**config.mk**
```make
export PLATFORM = sky130hd
export DESIGN_NAME = seg7_mux_display
export DESIGN_NICKNAME = d
export VERILOG_FILES = /design/src/rtl/seg7_mux_display.sv
export SDC_FILE = /design/constraint.sdc
export NUM_CORES = 1
export LEC_CHECK = 0
export ABC_AREA = 1
export CAP_MARGIN = 20
export CORE_ASPECT_RATIO = 0.6
export CORE_UTILIZATION = 50
export DETAILED_ROUTE_END_ITERATION = 6
export PLACE_DENSITY = 0.86
export SYNTH_ARGS = -nofsm -noshare
export SYNTH_HDL_FRONTEND = slang
export SYNTH_SLANG_ARGS = --single-unit
```
**constraint.sdc**
```tcl
create_clock -name clk -period 2.6 [get_ports clk]
set_clock_uncertainty 0.1 [all_clocks]
set_input_delay 0.52 -clock clk [delete_from_list [all_inputs] [get_ports clk]]
set_output_delay 0.52 -clock clk [all_outputs]
set_load 0.05 [all_outputs]
```
**src/rtl/seg7_mux_display.sv**
```systemverilog
// seg7_mux_display: two-digit multiplexed hex display with a tear-free
// display register loaded at frame boundaries via a req/ack handshake.
module seg7_mux_display #(
    parameter logic [15:0] REFRESH_COUNT = 16'd10_000,
    parameter logic [15:0] BLANK_CYCLES  = 16'd4
) (
    input  logic       clk,
    input  logic       rst_n,
    input  logic       load_req,
    input  logic [7:0] value,
    input  logic       flag,
    input  logic       blank_lz,
    output logic       load_ack,
    output logic [6:0] seg,
    output logic       dp,
    output logic [1:0] digit_en
);

    logic [15:0] cnt_q, cnt_d;
    logic        sel_q, sel_d;
    logic [7:0]  disp_q, disp_d;
    logic        flag_q, flag_d;
    logic        lz_q, lz_d;
    logic        ack_q, ack_d;

    logic        tick;
    logic        capture;
    logic [3:0]  nib;
    logic        blank_win;
    logic        lz_hide;

    assign tick    = (cnt_q == REFRESH_COUNT - 16'd1);
    // Capture only on the digit-1 -> digit-0 transition so a frame never tears.
    assign capture = tick & sel_q & load_req;

    always_comb begin
        cnt_d  = tick ? 16'd0 : cnt_q + 16'd1;
        sel_d  = sel_q ^ tick;
        disp_d = disp_q;
        flag_d = flag_q;
        lz_d   = lz_q;
        ack_d  = capture;
        if (capture) begin
            disp_d = value;
            flag_d = flag;
            lz_d   = blank_lz;
        end
    end

    always_ff @(posedge clk or negedge rst_n) begin
        if (!rst_n) begin
            cnt_q  <= 16'd0;
            sel_q  <= 1'b0;
            disp_q <= 8'h00;
            flag_q <= 1'b0;
            lz_q   <= 1'b0;
            ack_q  <= 1'b0;
        end else begin
            cnt_q  <= cnt_d;
            sel_q  <= sel_d;
            disp_q <= disp_d;
            flag_q <= flag_d;
            lz_q   <= lz_d;
            ack_q  <= ack_d;
        end
    end

    assign nib = sel_q ? disp_q[7:4] : disp_q[3:0];

    always_comb begin
        seg = 7'h00;
        unique case (nib)
            4'h0: seg = 7'h3F;
            4'h1: seg = 7'h06;
            4'h2: seg = 7'h5B;
            4'h3: seg = 7'h4F;
            4'h4: seg = 7'h66;
            4'h5: seg = 7'h6D;
            4'h6: seg = 7'h7D;
            4'h7: seg = 7'h07;
            4'h8: seg = 7'h7F;
            4'h9: seg = 7'h6F;
            4'hA: seg = 7'h77;
            4'hB: seg = 7'h7C;
            4'hC: seg = 7'h39;
            4'hD: seg = 7'h5E;
            4'hE: seg = 7'h79;
            4'hF: seg = 7'h71;
        endcase
    end

    // Dark window at slot start keeps the previous digit from ghosting.
    assign blank_win = (cnt_q < BLANK_CYCLES);
    assign lz_hide   = sel_q & lz_q & (disp_q[7:4] == 4'h0);

    assign digit_en = (blank_win | lz_hide) ? 2'b00 :
                      (sel_q ? 2'b10 : 2'b01);
    assign dp       = ~sel_q & flag_q;
    assign load_ack = ack_q;

endmodule

```
==> results of run 1 <==
-- power groups by stage --
stage                     Sequential [mW]  Combinational (mW)  Clock (mW)
after detailed placement            0.444              0.0276           0
after CTS                           0.435              0.0277       0.347
final                               0.435              0.0272       0.337
after global routing                0.435              0.0302       0.358
after floorplan                     0.444           0.0000175           0
after global placement              0.444              0.0278           0
-- per-stage QoR --
step	hold slack [ns]	total power, mW
6_report	0.3660	0.7991
5_1_grt	0.3972	0.8231
4_1_cts	0.3689	0.8095
3_5_place_dp	0.3555	0.4713
3_3_place_gp	0.3503	0.4715
2_1_floorplan	0.1244	0.4439
-- cells in the final DEF (no fill, tap or decap), types with 6 or more instances in the layout --
master and n:
nand3_1 10, inv_1 24, nor2_1 46, o21ai_0 6, ha_1 7, nand2_1 79, clkdlybuf4s50_1 13, buf_12 6
buf_4 14, dfrtp_1 27
-- sequential cells by signal, indices dropped and copies added (netlist names) --
| signal | cells |
|---|---|
| flag_q | 1 |
| sel_q | 1 |
| lz_q | 1 |
| load_ack | 1 |
| disp_q | 8 |
| cnt_q | 16 |
-- final timing paths --
check | start | to | slack, ns | depth (start not counted)
worst max register to register | cnt_q[0] | disp_q[3] | 0.40 | 11
worst max-delay path | sel_q | seg[3] | 0.04 | 10
max in group asynchronous | rst_n | sel_q | 1.61 | 2
worst min register to register | cnt_q[0] | cnt_q[0] | 0.37 | 1
worst min-delay path | cnt_q[0] | cnt_q[0] | 0.37 | 1
min in group asynchronous | rst_n | cnt_q[9] | 0.51 | 2
-- area by class of cell --
cell class | count | area, um^2
clock buffers | 3 | 41.29
clock inverters | 1 | 30.03
fillers | 222 | 844.6
inverters | 25 | 96.34
multi-input cells | 180 | 887.1
flip-flops and latches | 28 | 701.9
well taps | 42 | 52.55
repair buffers | 34 | 367.9
-- per-layer routing --
metal  part of all wire  track usage  routed length (um)  up-vias
li1                   -            -                   -      795
met1               0.50       0.3629                2015      713
met2               0.42       0.3321                1702       74
met3              0.078      0.05437                 316        6
met4             0.0084      0.05000                  34        0
met5                  0            0                   0        -
-- critical path: stages (launching register included) --
cell     delay (ns)
dfrtp_2        0.43
inv_4          0.05
or2_1          0.24
o21ai_2        0.08
buf_4          0.15
ha_1           0.22
nand2_1        0.09
o21ai_0        0.10
nand2_1        0.09
nand2_2        0.07
buf_12         0.14
-- logic make-up after synthesis --
family	share of synthesized area
buf+inv	0.06727
fa+ha+maj	0.06727
flops	0.4185
xor+xnor	0.02616
compound gates	0.06129
simple gates	0.3595
-- repair_timing --
action	in CTS	in global routing
pin swaps	0	1
gates resized for setup	2	9
setup buffers	4	2
setup endpoints to repair	7	7
endpoints found under the hold margin	0	0
==> key figures, run 1 <==
Status
  • Status: complete, no violations

Floorplan
  • IO Pins: 24
  • Core area: slightly above 3000 um^2
  • Die H: approximately 47 um
  • Die X: about 77 um
  • Initial core utilization: 0.5540
  • FP Rows: 15
  • Die ar.: 3591 um^2

Pwr
  • Combinational Power Share: 0.034
  • NetSw: 0.1414 mW
  • Cell leakage power: 1.117 nW
  • Worst VDD drop: 0.0002782 V
  • P_int: around 0.66 mW
  • Sw Ratio: 0.1770
  • Clock group share of total power: 0.422
  • Pwr/cell area: approximately 370 nW/um^2
  • Sequential power share: 0.544

Synth
  • Register area share after synthesis: 0.4185
  • Mapped Cells: 235
  • Commonest cells post-synth: nand2_1 (82), nor2_1 (47), dfrtp_1 (28)
  • Area leader, netlist: dfrtp_1
  • Syn Std Cell Area: between 1500 and 2000 um^2
  • Post-synth EDFFs: 0
  • Synth top area cells: dfrtp_1 (42%), nand2_1 (18%), nor2_1 (11%)
  • Mapped Nets: 257
  • Top cell type's share of synthesized area: 0.4185
  • Count leader, synth: nand2_1
  • Avg Cell Area, Syn: ~7.1 um^2
  • Synth warn: 0
  • Flops & latches, synth: 28
  • Synth Flop Type: dfrtp_1
  • Netlist cell types: 21
  • Share of flip-flops with an asynchronous set or reset: 1.000

Clock network
  • Worst-skew pair later-pin latency: 0.27 ns
  • CTS Buf Count: 3
  • Deepest clock path buffer count: 2
  • Root buf cell: clkbuf_8
  • H-tree Lvls: 1
  • CTS sink cnt: 28
  • # hold bufs at CTS: 0
  • Clock Pin Slew Worst Setup and Hold Paths: 0.09 ns
  • CTS tree: done

Finish
  • Layout Cells excl Fill: 313
  • Layout Nets: 294
  • Ant diodes: 0
  • Final design utilization: 0.7205
  • Area grow syn2layout: 30.04%
  • Layout cells sized above 1: 0.1624
  • Final Instance Area: 2177 um^2

Drt
  • Routed Antenna Nets: 0
  • DR WL/cell: 13.00 um
  • WL final: 4069 um
  • Avg Vias per Cell: 5.073
  • DR pass1 iterations: 4
  • DR iter-0 viols: 90
  • Vias: between 1500 and 2000
  • Residual DRC: 0

Timing
  • Final max-slew violation count: 0
  • Final period util: 0.9849
  • Worst slew pin tran: 0.4964 ns
  • Minimum clock period: 2.561 ns
  • Final Hold Viols: 0
  • RSZ-0062 raised after global routing: true
  • Relative slew slack: 0.6685
  • Fmax: slightly below 400 MHz
  • Final setup viols: 0
  • Setup ws final: roughly 0.039 ns
  • Fin Setup TNS: 0 ns

Global route
  • First-pass GRT wire length: between 6000 and 7000 um
  • All-Layer GR Usage: 0.2343
  • Largest net degree at the start of global routing: 29
  • Vias in the first global route: 1282
  • Initial antenna violation count: 0
  • GR Overflow Total: 0

Min path
  • Hold Path Class: reg -> reg

Placed design
  • Placed insts: just over 300
  • Pre-CTS setup slack: 0.1358 ns
  • I/O Buffers: 23
  • Post-DP HPWL: approximately 2700 um
  • Dpl cell area: 2038 um^2
  • Routability Congestion: 0.9356

Run
  • Max_cap viols: 0

Worst setup path
  • Data arrival, critical path: approximately 1.9 ns
  • Max FO, Critical Path: 5
  • Setup crit start kind: flop
  • CP Capture Type: output port
  • Worst path required time: 1.98 ns
  • WS Path Type: reg -> out
Power figures use the tool's default switching activity.
==> run 2, diff against run 1 <==
--- a/config.mk
+++ b/config.mk
@@ -11,6 +11,7 @@
 export CORE_UTILIZATION = 50
 export DETAILED_ROUTE_END_ITERATION = 6
 export PLACE_DENSITY = 0.86
+export REMOVE_ABC_BUFFERS = 1
 export SYNTH_ARGS = -nofsm -noshare
 export SYNTH_HDL_FRONTEND = slang
 export SYNTH_SLANG_ARGS = --single-unit
==> key figures, run 2 (synthesis gave the netlist of run 1 again) <==
Global route
  • First-pass GRT wire length: 6313 um (was 6210 um)
  • Vias in the first global route: 1373 (was 1282)
  • Largest net degree at the start of global routing: 29 (unchanged)
  • GR Overflow Total: 0 (unchanged)
  • All-Layer GR Usage: 0.2353 (was 0.2343)
  • Initial antenna violation count: 0 (unchanged)

Pwr
  • Sequential power share: 0.596 (was 0.544)
  • Combinational Power Share: 0.039 (was 0.034)
  • Clock group share of total power: 0.365 (was 0.422)
  • Worst VDD drop: 0.0002835 V (was 0.0002782 V)
  • Pwr/cell area: 337.4 nW/um^2 (was 367.1 nW/um^2)
  • P_int: 0.5874 mW (was 0.6577 mW)
  • NetSw: 0.1420 mW (was 0.1414 mW)
  • Sw Ratio: 0.1947 (was 0.1770)
  • Cell leakage power: 1.087 nW (was 1.117 nW)
  • Total design power: 0.7294 mW (was 0.7991 mW)

Floorplan
  • Die ar.: 3591 um^2 (unchanged)
  • Core area: 3022 um^2 (unchanged)
  • Initial core utilization: 0.5540 (unchanged)
  • Die H: 46.82 um (unchanged)
  • Die X: 76.70 um (unchanged)
  • FP Rows: 15 (unchanged)
  • IO Pins: 24 (unchanged)

Worst setup path
  • Setup slack, reg-to-reg: 0.31 ns (was 0.40 ns)
  • CP Capture Type: output port (unchanged)
  • FF-to-FF path depth: 12 (was 11)
  • Max FO, Critical Path: 6 (was 5)
  • Reg-to-Reg Start: cnt_q[0] (unchanged)
  • Data arrival, critical path: 1.92 ns (was 1.94 ns)
  • Crit Reg-Reg Endpoint: disp_q[6] (was disp_q[3])
  • WS Path Type: reg -> out (unchanged)
  • Worst path required time: 1.98 ns (about the same)
  • Setup crit start kind: flop (unchanged)

Timing
  • Final max-slew violation count: 0 (unchanged)
  • RSZ-0062 raised after global routing: true (unchanged)
  • Relative slew slack: 0.6561 (was 0.6685)
  • Final period util: 0.9778 (was 0.9849)
  • Final setup viols: 0 (unchanged)
  • Worst slew pin tran: 0.5158 ns (was 0.4964 ns)
  • Final Hold Viols: 0 (unchanged)
  • Fmax: 393.3 MHz (was 390.5 MHz)
  • Fin Setup TNS: 0 ns (unchanged)
  • Hold WS: 0.3656 ns (was 0.3660 ns)
  • Setup ws final: 0.05762 ns (was 0.03925 ns)
  • Minimum clock period: 2.542 ns (was 2.561 ns)

Drt
  • DR iter-0 viols: 248 (was 90)
  • Avg Vias per Cell: 5.257 (was 5.073)
  • Residual DRC: 0 (unchanged)
  • DR WL/cell: 14.02 um (was 13.00 um)
  • DR pass1 iterations: 4 (unchanged)
  • WL final: 4360 um (was 4069 um)
  • Routed Antenna Nets: 0 (unchanged)
  • Vias: 1635 (was 1588)

Run
  • Max_cap viols: 0 (unchanged)

Finish
  • Area grow syn2layout: 29.15% (was 30.04%)
  • Layout Cells excl Fill: 311 (was 313)
  • Top reg by flops: cnt_q (unchanged)
  • Max FFs per register: 16 (unchanged)
  • Layout cells sized above 1: 0.1784 (was 0.1624)
  • Final Instance Area: 2162 um^2 (was 2177 um^2)
  • Largest regs: cnt_q x16, disp_q x8 (unchanged)
  • Ant diodes: 0 (unchanged)
  • Most common cell after layout, fill and taps aside: nand2_1 (unchanged)
  • Layout Nets: 292 (was 294)
  • Commonest non-fill, non-tap cells in the layout: nand2_1 (76), nor2_1 (46), dfrtp_1 (27), inv_1 (21), clkdlybuf4s50_1 (14) (was nand2_1 (79), nor2_1 (46), dfrtp_1 (27), inv_1 (24), buf_4 (14))
  • Final design utilization: 0.7155 (was 0.7205)

Clock network
  • Root buf cell: clkbuf_8 (unchanged)
  • Deepest clock path buffer count: 2 (unchanged)
  • Worst-skew pair later-pin latency: 0.27 ns (about the same)
  • CTS Buf Count: 3 (unchanged)
  • # hold bufs at CTS: 0 (unchanged)
  • CTS tree: done (unchanged)
  • CTS sink cnt: 28 (unchanged)
  • H-tree Lvls: 1 (unchanged)
  • Clock Pin Slew Worst Setup and Hold Paths: 0.09 ns (about the same)

Placed design
  • I/O Buffers: 23 (unchanged)
  • Placed insts: 301 (was 303)
  • Routability Congestion: 0.9112 (was 0.9356)
  • Pre-CTS setup slack: 0.2625 ns (was 0.1358 ns)
  • Post-DP HPWL: 2936 um (was 2748 um)
  • Dpl cell area: 2016 um^2 (was 2038 um^2)

Min path
  • Worst hold path depth: 1 (unchanged)
  • Hold Path Class: reg -> reg (unchanged)
  • Worst Hold Path EP: cnt_q[0] (unchanged)
  • Hold Startpoint: cnt_q[0] (unchanged)

Status
  • Status: complete, no violations (unchanged)
==> run 2: power by group through the flow <==
stage          Sequential (mW)  Combinational, mW  Clock [mW]
3_3_place_gp             0.444             0.0281           0
4_1_cts                  0.435             0.0286       0.275
3_5_place_dp             0.444             0.0281           0
5_1_grt                  0.435             0.0312       0.289
2_1_floorplan            0.444          0.0000175           0
6_report                 0.435             0.0282       0.266
==> run 2: worst max path at each step <==
stage               depth (start not counted)  slack [ns]      to     start
floorplan                                   8       -0.24  seg[4]     sel_q
global placement                           11        0.30  flag_q  cnt_q[0]
detailed placement                          9        0.26  seg[4]     sel_q
CTS                                        11       0.009  seg[3]     sel_q
global route                               10       -0.06  seg[3]     sel_q
finish                                     10        0.06  seg[3]     sel_q
==> run 2: final cells by class <==
type | instances | area, um^2
inverter | 25 | 100.1
sequential | 28 | 701.9
timing repair inverter | 1 | 7.507
multi-input combinational | 180 | 894.6
tap | 42 | 52.55
timing repair buffer | 31 | 350.3
clock buffer | 4 | 55.05
fill | 225 | 859.6
==> run 2: repair_timing <==
action,4_1_cts,5_1_grt
gates resized for setup,4,18
buffers inserted,1,4
endpoints found under the setup margin,5,12
cloned,0,1
pin swaps,0,2
==> run 2: critical path, cell delays in order (launching register included) <==
cell and delay, ns:
dfrtp_2 0.46, inv_4 0.09, or2_1 0.15, o21ai_2 0.09
buf_6 0.13, ha_1 0.27, nand2_1 0.06, o21ai_1 0.09
nand2_1 0.07, nand2_2 0.10, buf_12 0.14
==> run 2: layer usage <==
| metal | up-vias | share of wire | global-route usage |
|---|---|---|---|
| met1 | 749 | 0.46 | 0.3645 |
| met3 | 14 | 0.094 | 0.06214 |
| met4 | 0 | 0.025 | 0.05000 |
| met2 | 85 | 0.42 | 0.3268 |
| met5 | - | 0 | 0 |
| li1 | 787 | - | - |
